`config.mk`:
```
export PLATFORM = sky130hd
export DESIGN_NAME = gold_field_ctrl
export DESIGN_NICKNAME = d
export VERILOG_FILES = /design/src/rtl/gold_field_ctrl.sv
export SDC_FILE = /design/constraint.sdc
export NUM_CORES = 1
export LEC_CHECK = 0
export ABC_AREA = 1
export BUFFER_PORTS_ARGS = -buffer_cell sky130_fd_sc_hd__buf_2
export CORE_AREA = 2 2 202 145
export CTS_BUF_LIST = sky130_fd_sc_hd__clkbuf_8
export DETAILED_ROUTE_END_ITERATION = 7
export DIE_AREA = 0 0 204 147
export PLACE_DENSITY = 0.76
export SYNTH_ARGS = -nofsm -noshare
export SYNTH_HDL_FRONTEND = slang
export SYNTH_SLANG_ARGS = --single-unit
```
`constraint.sdc`:
```
create_clock -name i_Clk -period 5 [get_ports i_Clk]
set_clock_uncertainty 0.1 [all_clocks]
set_input_delay 0 -clock i_Clk [delete_from_list [all_inputs] [get_ports i_Clk]]
set_output_delay 0 -clock i_Clk [all_outputs]
set_load 0.02 [all_outputs]
```
`src/rtl/gold_field_ctrl.sv`:
```
// Level-setup and live-gold bookkeeping for GoldMiner.
// Fills N_GOLD slots with pixel coordinates from distinct LFSR cell codes.
// Tracks which golds are still live and serves hook grabs.
// The renderer reads slots through a one-cycle registered port.
module gold_field_ctrl #(
   parameter int unsigned N_GOLD    = 10,
   parameter int unsigned MAX_TRIES = 40
) (
   input  logic        i_Clk,
   input  logic        rst,
   input  logic        i_Level_Start,
   input  logic [3:0]  i_Cell,
   input  logic        i_Cell_Valid,
   input  logic        i_Grab_Req,
   input  logic [3:0]  i_Grab_Idx,
   input  logic [3:0]  i_Rd_Idx,
   output logic [10:0] o_Rd_X,
   output logic [9:0]  o_Rd_Y,
   output logic        o_Rd_Live,
   output logic        o_Busy,
   output logic        o_Ready,
   output logic        o_Level_Clear,
   output logic [14:0] o_Live_Mask,
   output logic [3:0]  o_Live_Count,
   output logic        o_Grab_Ack,
   output logic        o_Grab_Err
);

   localparam int unsigned TW = (MAX_TRIES < 2) ? 1 : $clog2(MAX_TRIES + 1);

   typedef enum logic [1:0] {StIdle, StFill, StReady, StClear} state_e;

   // Cell code -> {x[10:0], y[9:0]} using x = col*126+10, y = row*108+10.
   function automatic logic [20:0] cell_xy(input logic [3:0] c);
      logic [3:0]  col;
      logic [3:0]  row;
      logic [10:0] x;
      logic [9:0]  y;
      unique case (c)
         4'd0:  begin col = 4'd2; row = 4'd4; end
         4'd1:  begin col = 4'd1; row = 4'd3; end
         4'd2:  begin col = 4'd8; row = 4'd3; end
         4'd3:  begin col = 4'd5; row = 4'd3; end
         4'd4:  begin col = 4'd5; row = 4'd4; end
         4'd5:  begin col = 4'd6; row = 4'd4; end
         4'd6:  begin col = 4'd9; row = 4'd5; end
         4'd7:  begin col = 4'd0; row = 4'd4; end
         4'd8:  begin col = 4'd7; row = 4'd4; end
         4'd9:  begin col = 4'd8; row = 4'd5; end
         4'd10: begin col = 4'd9; row = 4'd4; end
         4'd11: begin col = 4'd9; row = 4'd3; end
         4'd12: begin col = 4'd0; row = 4'd5; end
         4'd13: begin col = 4'd1; row = 4'd4; end
         4'd14: begin col = 4'd6; row = 4'd3; end
         default: begin col = 4'd5; row = 4'd5; end
      endcase
      x = 11'(col) * 11'd126 + 11'd10;
      y = 10'(row) * 10'd108 + 10'd10;
      return {x, y};
   endfunction

   function automatic logic [3:0] popcnt(input logic [14:0] v);
      logic [3:0] n;
      n = '0;
      for (int i = 0; i < 15; i++) begin
         n = n + 4'(v[i]);
      end
      return n;
   endfunction

   state_e          state_q, state_d;
   logic [15:0]     used_q, used_d;
   logic [3:0]      k_q, k_d;
   logic [TW-1:0]   tries_q, tries_d;
   logic [14:0]     live_q, live_d;
   logic [3:0]      cnt_q, cnt_d;
   logic [10:0]     x_q [16];
   logic [10:0]     x_d [16];
   logic [9:0]      y_q [16];
   logic [9:0]      y_d [16];
   logic            ack_q, ack_d;
   logic            err_q, err_d;
   logic [10:0]     rd_x_q, rd_x_d;
   logic [9:0]      rd_y_q, rd_y_d;
   logic            rd_live_q, rd_live_d;

   logic            fallback;
   logic            draw_ok;
   logic            wr_en;
   logic [3:0]      low_code;
   logic [3:0]      wr_code;
   logic [20:0]     wr_xy;
   logic            grab_in_range;
   logic            rd_in_range;

   // Lowest code not yet used; scanning downward lets the smallest index win.
   always_comb begin
      low_code = '0;
      for (int i = 15; i >= 0; i--) begin
         if (!used_q[i]) begin
            low_code = 4'(i);
         end
      end
   end

   // Decide whether a slot is written this cycle and from which code.
   always_comb begin
      fallback = (state_q == StFill) && (tries_q == TW'(MAX_TRIES));
      draw_ok  = (state_q == StFill) && !fallback && i_Cell_Valid && !used_q[i_Cell];
      wr_en    = !i_Level_Start && (fallback || draw_ok) && (32'(k_q) < N_GOLD);
      wr_code  = fallback ? low_code : i_Cell;
      wr_xy    = cell_xy(wr_code);
   end

   // Next-state: level start overrides everything, then grabs, then fill progress.
   always_comb begin
      state_d       = state_q;
      used_d        = used_q;
      k_d           = k_q;
      tries_d       = tries_q;
      live_d        = live_q;
      x_d           = x_q;
      y_d           = y_q;
      ack_d         = 1'b0;
      err_d         = 1'b0;
      grab_in_range = (32'(i_Grab_Idx) < N_GOLD);
      if (i_Level_Start) begin
         state_d = StFill;
         used_d  = '0;
         k_d     = '0;
         tries_d = '0;
         live_d  = '0;
         for (int i = 0; i < 16; i++) begin
            x_d[i] = '0;
            y_d[i] = '0;
         end
      end else begin
         if (i_Grab_Req) begin
            if ((state_q == StReady) && grab_in_range && live_q[i_Grab_Idx]) begin
               live_d[i_Grab_Idx] = 1'b0;
               ack_d              = 1'b1;
               if (live_d == '0) begin
                  state_d = StClear;
               end
            end else begin
               err_d = 1'b1;
            end
         end
         if ((state_q == StFill) && !fallback && i_Cell_Valid) begin
            tries_d = tries_q + TW'(1);
         end
         if (wr_en) begin
            x_d[k_q]        = wr_xy[20:10];
            y_d[k_q]        = wr_xy[9:0];
            used_d[wr_code] = 1'b1;
            live_d[k_q]     = 1'b1;
            k_d             = k_q + 4'd1;
         end
         if ((state_q == StFill) && (32'(k_d) >= N_GOLD)) begin
            state_d = StReady;
         end
      end
   end

   // Read port and live count see this cycle's updates so they land one edge later.
   always_comb begin
      rd_in_range = (32'(i_Rd_Idx) < N_GOLD);
      rd_x_d      = rd_in_range ? x_d[i_Rd_Idx] : '0;
      rd_y_d      = rd_in_range ? y_d[i_Rd_Idx] : '0;
      rd_live_d   = rd_in_range ? live_d[i_Rd_Idx] : 1'b0;
      cnt_d       = popcnt(live_d);
   end

   // State and datapath registers.
   always_ff @(posedge i_Clk or negedge rst) begin
      if (!rst) begin
         state_q   <= StIdle;
         used_q    <= '0;
         k_q       <= '0;
         tries_q   <= '0;
         live_q    <= '0;
         cnt_q     <= '0;
         ack_q     <= 1'b0;
         err_q     <= 1'b0;
         rd_x_q    <= '0;
         rd_y_q    <= '0;
         rd_live_q <= 1'b0;
         for (int i = 0; i < 16; i++) begin
            x_q[i] <= '0;
            y_q[i] <= '0;
         end
      end else begin
         state_q   <= state_d;
         used_q    <= used_d;
         k_q       <= k_d;
         tries_q   <= tries_d;
         live_q    <= live_d;
         cnt_q     <= cnt_d;
         ack_q     <= ack_d;
         err_q     <= err_d;
         rd_x_q    <= rd_x_d;
         rd_y_q    <= rd_y_d;
         rd_live_q <= rd_live_d;
         x_q       <= x_d;
         y_q       <= y_d;
      end
   end

   assign o_Busy        = (state_q == StFill);
   assign o_Ready       = (state_q == StReady);
   assign o_Level_Clear = (state_q == StClear);
   assign o_Live_Mask   = live_q;
   assign o_Live_Count  = cnt_q;
   assign o_Grab_Ack    = ack_q;
   assign o_Grab_Err    = err_q;
   assign o_Rd_X        = rd_x_q;
   assign o_Rd_Y        = rd_y_q;
   assign o_Rd_Live     = rd_live_q;

endmodule

```
Word-level counts from Yosys, hierarchy flattened. Memories as Yosys holds them, arrays and structs flattened. Cells that the tools add are included.

Register bits after elaboration: 407. Bits in read-only memories: 112. Memories kept: 1.

Memories: (no name shown) (depth 16, width 7, read ports 1, clocked after Yosys merged registers in 0, wr ports 0, line 39) `unique case (c)`.

$add $sub $neg: 18. Bitwise logic cells: 6. Mux-type cells: 71. Reduce and logical (&&, ||, !) cells: 24. Order comparisons: 15. Equal/unequal tests: 4. Multiply operators: 2.

Operators by type and width (number): $mux 176 (2); $mux 160 (2); $bwmux 176 (1); $bwmux 160 (1); $mux 4 (20); $mux 15 (5); $add 4x1->4 (11); $bmux 11 s4 (1); $demux 11 s4 (1); $mux 11 (4); $bmux 10 s4 (1); $demux 10 s4 (1); $mux 10 (4); $mux 16 (2); $lt 4x5->1 const B (5); $or 16x16->16 (1); $and 15x15->15 (1); $logic_not 15->1 (1); $not 15->15 (1); $or 15x15->15 (1); $logic_and 1x1->1 (13); $mux 1 (13); $bmux 1 s4 (3); $demux 1 s4 (3); other kinds (25) (42).

Depth between registers and ports, before layout. Gate-level depths: netlist of run 1. An unclocked memory read counts as a cell.

Word-level depth: 27. Gate-level depth with buffers: 48. Gate-level depth less buffers: 48.

Worst setup path after synthesis of run 1. No wires, ideal clock.

Path type: flip-flop to flip-flop. From: register tries_q[0]. To: register rd_x_q[7] (netlist: o_Rd_X[7]). Path buffers: 1. Period minus slack after synthesis: 5.477 ns. Arrival: 5.256 ns. Slack: -0.477 ns. Stages on the path, launching flop included: 32. Library setup time: 0.121 ns. Path through: dfrtp_1 > inv_1 > ha_1 > nand3_2 > nor2_8 > inv_4 > nor3_4 > a22oi_4 > inv_2 > nor2_1 > inv_1 > a21oi_1 > a221oi_1 > fa_1 > fa_1 > ha_1 > a21oi_1 > and2_1 > inv_1 > or2_2 > nand2_1 > inv_1 > nand3_1 > xor2_1 > inv_1 > clkbuf_1 > a21oi_1 > o21a_1 > o21ai_0 > nand3_1 > nand3_1 > nand2_1.

RTL lines: from (decl) (line 74) `logic [TW-1:0] tries_q, tries_d;`; from (signal assigned) (line 196) `tries_q <= tries_d;`; to (signal assigned) (line 201) `rd_x_q <= rd_x_d;`; to (decl) (line 83) `logic [10:0] rd_x_q, rd_x_d;`.

Worst setup path after layout of run 1.
From: register used_q[15]. To: register rd_x_q[10] (netlist: o_Rd_X[10]).

Word-level cells in the longest chain between the ends: 27.

Ends and longest elaborated chain: from (decl) (line 72) `logic [15:0] used_q, used_d;`; from (signal assigned) (line 194) `used_q <= used_d;`; $mux 4 (16 in series) (line 100) `if (!used_q[i]) begin`; $mux 4 (line 111) `wr_code = fallback ? low_code : i_Cell;`; $mem_v2 16x7; $mul 4x6->10 (line 57) `x = 11'(col) * 11'd126 + 11'd10;`; $add 11x4->11 (line 57); $bwmux 176 (line 153) `x_d[k_q] = wr_xy[20:10];`; $mux 176 (*) (line 152) `if (wr_en) begin`; $mux 176 (*) (line 127) `if (i_Level_Start) begin`; $bmux 11 s4 (*) (line 168) `rd_x_d = rd_in_range ? x_d[i_Rd_Idx] : '0;`; $mux 11 (not written as such) (*) (2 in series) (line 168); $mux 11 (*) (line 168); via rd_x_d[10] (line 83).

Mark *: on every way through the listed nets, which the timed path passes. The rest lies on a longest branch. The select of a mux whose other input is x is not followed. A chain may end at the register's enable or synchronous reset.

==> results of run 1 <==
## cells in the final DEF (no fill, tap or decap), drive strengths merged, types with 14 or more instances in the layout
master,Yosys,layout
a21oi,205,205
buf,45,265
clkbuf,77,56
clkinv,6,14
dfrtp,281,281
dlygate4sd3,0,17
fa,16,16
ha,31,31
inv,221,235
nand2,215,215
nand3,133,133
nor2,130,130
o211ai,17,17
o21a,76,76
o21ai,232,232
or2,51,51
## worst paths after layout
check	slack (ps)	startpoint	endpoint
worst max register to register	-510	used_q[15]	o_Rd_X[10]
worst min-delay path	40	i_Grab_Idx[0]	o_Live_Mask[8]
min in group asynchronous	520	rst	o_Grab_Err
worst max-delay path	-510	used_q[15]	o_Rd_X[10]
max in group asynchronous	3610	rst	x_q[134]
worst min register to register	390	y_q[101]	y_q[101]
## worst min-delay path: cells and delay by family
kind	cells	cell delay, ps
simple gates	2	120
compound gates	2	280
buf+inv	2	250
## layout make-up
cell class | instances | share of cell area
Tap cell | 378 | 0.0247
Timing Repair Buffer | 282 | 0.112
Inverter | 227 | 0.0459
Timing Repair inverter | 1 | 0.000393
Multi-Input combinational cell | 1192 | 0.402
Clock buffer | 56 | 0.0403
Clock inverter | 23 | 0.00674
Sequential cell | 281 | 0.368
## cell families (layout without fill, tap and decap cells)
group | count (synthesis) | in the layout | share of synthesized area
AO/OA/AOI/OAI | 576 | 576 | 0.216
XOR/XNOR | 18 | 18 | 0.0109
adder cells (fa/ha/maj) | 47 | 47 | 0.0465
buffers and inverters | 349 | 589 | 0.0908
flip-flops | 281 | 281 | 0.462
multiplexers | 7 | 7 | 0.00461
AND/OR/NAND/NOR | 544 | 544 | 0.169
## sequential cells by signal, summed over array words and instances, names as in the netlist
name,count
x_q,110
o_Grab_Err,1
o_Grab_Ack,1
o_Rd_X,11
used_q,16
o_Live_Count,4
k_q,4
o_Rd_Live,1
y_q,100
state_q,2
o_Live_Mask,15
tries_q,6
o_Rd_Y,10
## timing repair
| action | 4_1_cts | 5_1_grt |
|---|---|---|
| setup buffers | 22 | 19 |
| endpoints found under the hold margin | 202 | 0 |
| setup endpoints to repair | 40 | 70 |
| cloned | 0 | 3 |
| resized for setup | 93 | 105 |
| hold buffers | 18 | 0 |
| pin swaps | 50 | 60 |
## Yosys cell counts, drive strengths merged, types with 3 or more instances
cell type | n | area, sq um
nor2 | 130 | 537
clkinv | 6 | 22.5
o21bai | 13 | 97.6
xnor2 | 5 | 43.8
clkbuf | 77 | 289
o21ai | 232 | 1170
a22oi | 4 | 43.8
a221oi | 3 | 26.3
o221ai | 6 | 52.6
a21oi | 205 | 1040
o31ai | 3 | 22.5
nand4 | 3 | 18.8
dfrtp | 281 | 7030
fa | 16 | 320
o211ai | 17 | 128
nand3 | 133 | 716
mux2i | 7 | 70.1
buf | 45 | 235
inv | 221 | 835
nor3 | 9 | 71.3
o21a | 76 | 571
or2 | 51 | 319
ha | 31 | 388
xor2 | 13 | 121
nand2 | 215 | 882
o22ai | 8 | 50.1
## where the power goes
part           internal [mW]  switching, mW  leakage [nW]
combinational          0.842           1.30          5.44
sequential              2.32         0.0165          3.89
clock                   1.06          0.948         0.520
total                   4.22           2.26          9.85
## metal layers
metal | global-route usage | up-vias
met5 | 0 | -
met4 | 0.109 | 0
met3 | 0.0537 | 128
met2 | 0.486 | 722
met1 | 0.413 | 6918
li1 | - | 6435
==> impl_metrics.tcl, run 1 <==
set metrics [dict create \
    fp.dieArea_sq_um 30000 \
    pre_cts_ws_ps -418 \
    netlist_instances 1822 \
    wire_per_inst_um 19.0 \
    cts_root_buffer "clkbuf_8" \
    whs_ps 42.4 \
    dpl.cell_count 2305 \
    cts.sinks 281 \
    multi_input_area_sq_um 7680 \
    wl_met3_um 3730 \
    grt_pass1_wl_um 71900 \
    seqCellArea_sq_um 7030 \
    worstSetupEndpointType "flop" \
    path_common_cell "nand2_1" \
    top_layer "met4" \
    finalSetupViolations 32 \
    status "finished, violations left" \
    holdPathStages 6 \
    diodes 0 \
    drc 0 \
    clk_latency_ps 580 \
    fin_nets 2093 \
    drtAntennaViolNets 0 \
    fin_cells 2440 \
    grt_overflow 0 \
    cellPowerDensity_nw_per_um2 339 \
    coreArea_sq_um 28200 \
    die_w_um 204 \
    synth_fp_nets 1886 \
    fp.dieH_um 147 \
    slowest_delay_ps 630 \
    period_needed_ps 5510 \
    synth.avg_cell_area_sq_um 8.35 \
    max_freq_mhz 181 \
    dp_hpwl_um 26400 \
    cp_top_family "simple AND/OR/NAND/NOR gates" \
    fill_cells 2095 \
    crit_fanout 8 \
    tightest_slew_ps 992 \
    power.total_mw 6.48 \
    worst-path-buf-inv 5 \
    cts_tree "done" \
    setup.worst_path.class "flop to flop" \
    start_util 0.539 \
    dr.pass1.iters 7 \
    required_ps 5420 \
    utilization 0.677 \
    hp-class "input port to flop" \
    drive_gt1_frac 0.293 \
    setup_tns_ps -4950 \
    slew_viol_final 0 \
    syn_to_final_growth_pct 25.6 \
    hold_violations 0 \
    cp.arrival_ps 5930 \
    num_rows 52 \
    wl_met1_um 19400 \
    cap_violations 0 \
    drt_wl_total_um 46300 \
    worst_slack_ps -513 \
    reg2reg_depth 41 \
    drtIter0Drc 1592 \
    met2_length_um 22000 \
    rsz0062_at_grt "yes" \
    synth.distinct_cells 56 \
    vdd_drop_max_v 0.000261 \
    grt_max_degree 98 \
    port_buffers 62 \
    grt_pass1_vias 13800 \
    gp_congestion 0.909 \
    synth_area_sq_um 15200 \
    cts_buffer_depth 3 \
    gr-usage-all-layers 0.302 \
    cp_slowest_cell "fa_2" \
    yosys_warnings 0 \
    io-pin-count 63 \
    ys_seq_elements 281 \
    period_share 1.10 \
    p_leak_nw 9.85 \
    vias_per_cell 5.82 \
    finalInstanceArea_sq_um 19100 \
    ys_seq_area_frac 0.462 \
    violations "negative setup slack" \
    post_dp_cell_area_sq_um 17000 \
    synth_ff_type "dfrtp_1" \
    numCtsBuffers 44 \
    slew_headroom 0.339 \
    worst_setup_path_start_kind "flop" \
    synthArstFlopShare 1.00 \
    path_depth 41 \
    synth_edf_count 0 \
    routed-via-count 14200 \
    clkTransAtPathRegs_ps 60 \
    antenna_found_initial 0 \
    htreeDepth 2 \
]
No activity file was read; power rests on OpenSTA's default activity.
==> run 2: changes to the inputs <==
--- a/config.mk
+++ b/config.mk
@@ -11,7 +11,7 @@
 export CTS_BUF_LIST = sky130_fd_sc_hd__clkbuf_8
 export DETAILED_ROUTE_END_ITERATION = 7
 export DIE_AREA = 0 0 204 147
-export PLACE_DENSITY = 0.76
+export PLACE_DENSITY = 0.74
 export SYNTH_ARGS = -nofsm -noshare
 export SYNTH_HDL_FRONTEND = slang
 export SYNTH_SLANG_ARGS = --single-unit
==> constraint.sdc (replaced) <==
create_clock -name i_Clk -period 6.6 [get_ports i_Clk]
set_clock_uncertainty 0.1 [all_clocks]
set_input_delay 0 -clock i_Clk [delete_from_list [all_inputs] [get_ports i_Clk]]
set_output_delay 0 -clock i_Clk [all_outputs]
set_load 0.02 [all_outputs]
==> run 2 against run 1 <==
Net effect:
- the flow now finishes without violations
- register-to-register slack improved by 1100 ps
- worst setup slack improved by 1100 ps
- worst hold slack improved by 17 ps
- non-clock buffer count decreased by 170
- total power decreased by 36%
- clock power decreased by 27%
- sequential cell count unchanged
- maximum frequency decreased by 8.8%
- wire length decreased by 9.8%
- die area unchanged
- utilization decreased by 8.0 points
- largest cell class is now flip-flops and latches
==> impl_metrics.tcl, run 2 (synthesized netlist as in run 1, its figures left out) <==
set metrics [dict create \
    coreArea_sq_um 28200 \
    period_share 0.916 \
    cellPowerDensity_nw_per_um2 245 \
    max_freq_mhz 165 \
    fp.dieArea_sq_um 30000 \
    io-pin-count 63 \
    start_util 0.539 \
    routed-via-count 13000 \
    diodes 0 \
    vias_per_cell 5.72 \
    cap_violations 0 \
    final_cell_mix "dfrtp_1 (281), inv_1 (220), o21ai_0 (215)" \
    dpl.cell_count 2167 \
    crit_fanout 7 \
    die_w_um 204 \
    grt_pass1_vias 12600 \
    cts_root_buffer "clkbuf_8" \
    r2r_start "tries_q[0]" \
    syn_to_final_growth_pct 10.8 \
    r2r_end "o_Rd_X[8]" \
    vdd_drop_max_v 0.000125 \
    share_seq_of_total_power 0.428 \
    slowest_delay_ps 590 \
    worst_slack_ps 557 \
    fin_nets 1923 \
    period_needed_ps 6040 \
    fin_cells 2267 \
    wire_per_inst_um 18.4 \
    startpoint "tries_q[0]" \
    pre_cts_ws_ps 376 \
    grt_pass1_wl_um 67500 \
    drc 0 \
    grt_overflow 0 \
    largest_reg_flops 110 \
    holdPathStages 8 \
    tightest_slew_ps 1120 \
    antenna_found_initial 0 \
    top_regs "x_q x110, y_q x100, used_q x16" \
    gp_congestion 0.922 \
    cts_buffer_depth 3 \
    hold_violations 0 \
    num_rows 52 \
    post_dp_cell_area_sq_um 15700 \
    cp.arrival_ps 6410 \
    drive_gt1_frac 0.146 \
    dp_hpwl_um 24200 \
    comb_power_share 0.215 \
    p_sw_frac 0.329 \
    numCtsBuffers 45 \
    drt_wl_total_um 41800 \
    dr.pass1.iters 5 \
    setup.worst_path.class "flop to flop" \
    clkTransAtPathRegs_ps 60 \
    status "finished, final reports clean" \
    fill_cells 2486 \
    drtAntennaViolNets 0 \
    largest-register "x_q" \
    hold_start "i_Cell[2]" \
    cp_slowest_cell "fa_1" \
    cts_tree "done" \
    cts.sinks 281 \
    clk_latency_ps 580 \
    cts_setup_buffers 0 \
    utilization 0.597 \
    htreeDepth 2 \
    netSwitchingPower_mw 1.36 \
    final_common_cell "dfrtp_1" \
    reg2reg_depth 31 \
    hp-class "input port to flop" \
    gr-usage-all-layers 0.283 \
    rsz0062_at_grt "no" \
    r2r_slack_ps 560 \
    required_ps 6970 \
    slew_viol_final 0 \
    setup_tns_ps 0 \
    finalSetupViolations 0 \
    p_leak_nw 8.89 \
    hold_path_end "used_q[9]" \
    port_buffers 62 \
    slew_headroom 0.251 \
    clkPwrFrac 0.357 \
    finalInstanceArea_sq_um 16900 \
    worstSetupEndpointType "flop" \
    power.internal_mw 2.77 \
    worst_setup_path_start_kind "flop" \
    drtIter0Drc 1478 \
    grt_max_degree 95 \
    fp.dieH_um 147 \
]
==> run 2: cell types whose count changed in the layout (fill, tap and decap cells not counted), moves of 15 or more <==
cell     change
buf_4      -148
a21oi_2     -21
nand2_1     +22
nand3_1     +18
inv_2       -24
buf_6       -23
o21ai_0     +15
inv_1       +31
a21oi_1     +26
==> run 2: final cells by class <==
type / count / area [sq um] / area share
flip-flops and latches: 281 / 7030 / 0.417
multi-input cells: 1192 / 6840 / 0.406
inverters: 227 / 860 / 0.0510
clock buffers: 57 / 785 / 0.0465
repair buffers: 112 / 773 / 0.0459
well taps: 378 / 473 / 0.0281
clock inverters: 20 / 97.6 / 0.00579
==> run 2: metal layers <==
| layer | part of all wire | track usage | wire length, um | vias up |
|---|---|---|---|---|
| met3 | 0.077 | 0.0497 | 3200 | 69 |
| met5 | 0 | 0 | 0 | - |
| met1 | 0.45 | 0.403 | 18600 | 6284 |
| li1 | - | - | - | 6079 |
| met2 | 0.46 | 0.447 | 19200 | 544 |
| met4 | 0.020 | 0.0844 | 839 | 0 |
==> run 2: per-stage QoR <==
step	hold slack (ps)	total power [mW]
after floorplan	-396	2.42
after global placement	-61.5	2.64
after detailed placement	-58.9	2.66
after CTS	17.9	4.14
after global routing	101	4.32
final	59.8	4.13
==> run 2: worst max path at each step <==
| stage | depth (start not counted) | endpoint |
|---|---|---|
| 2_1_floorplan | 31 | o_Rd_X[7] |
| 5_1_grt | 43 | o_Rd_X[8] |
| 4_1_cts | 32 | o_Rd_X[9] |
| 6_report | 31 | o_Rd_X[8] |
| 3_5_place_dp | 32 | o_Rd_X[9] |
| 3_3_place_gp | 31 | o_Rd_X[10] |
==> run 2: worst max-delay path, delay by kind of cell, from the launching register on <==
kind	cells	cell delay (ps)
buf+inv	7	680
flops	1	400
simple gates	13	1710
fa+ha+maj	4	1680
compound gates	7	1360
==> run 2: power groups by stage <==
stage | clock (mW) | sequential [mW] | combinational [mW]
floorplan | 0 | 1.81 | 0.609
global placement | 0 | 1.80 | 0.846
detailed placement | 0 | 1.80 | 0.862
CTS | 1.50 | 1.77 | 0.879
global route | 1.57 | 1.77 | 0.982
finish | 1.47 | 1.77 | 0.888
==> run 2: repair_timing <==
action,4_1_cts,5_1_grt
gates resized for setup,0,1
hold buffers,23,0
hold endpoints to repair,125,0
setup endpoints to repair,0,5
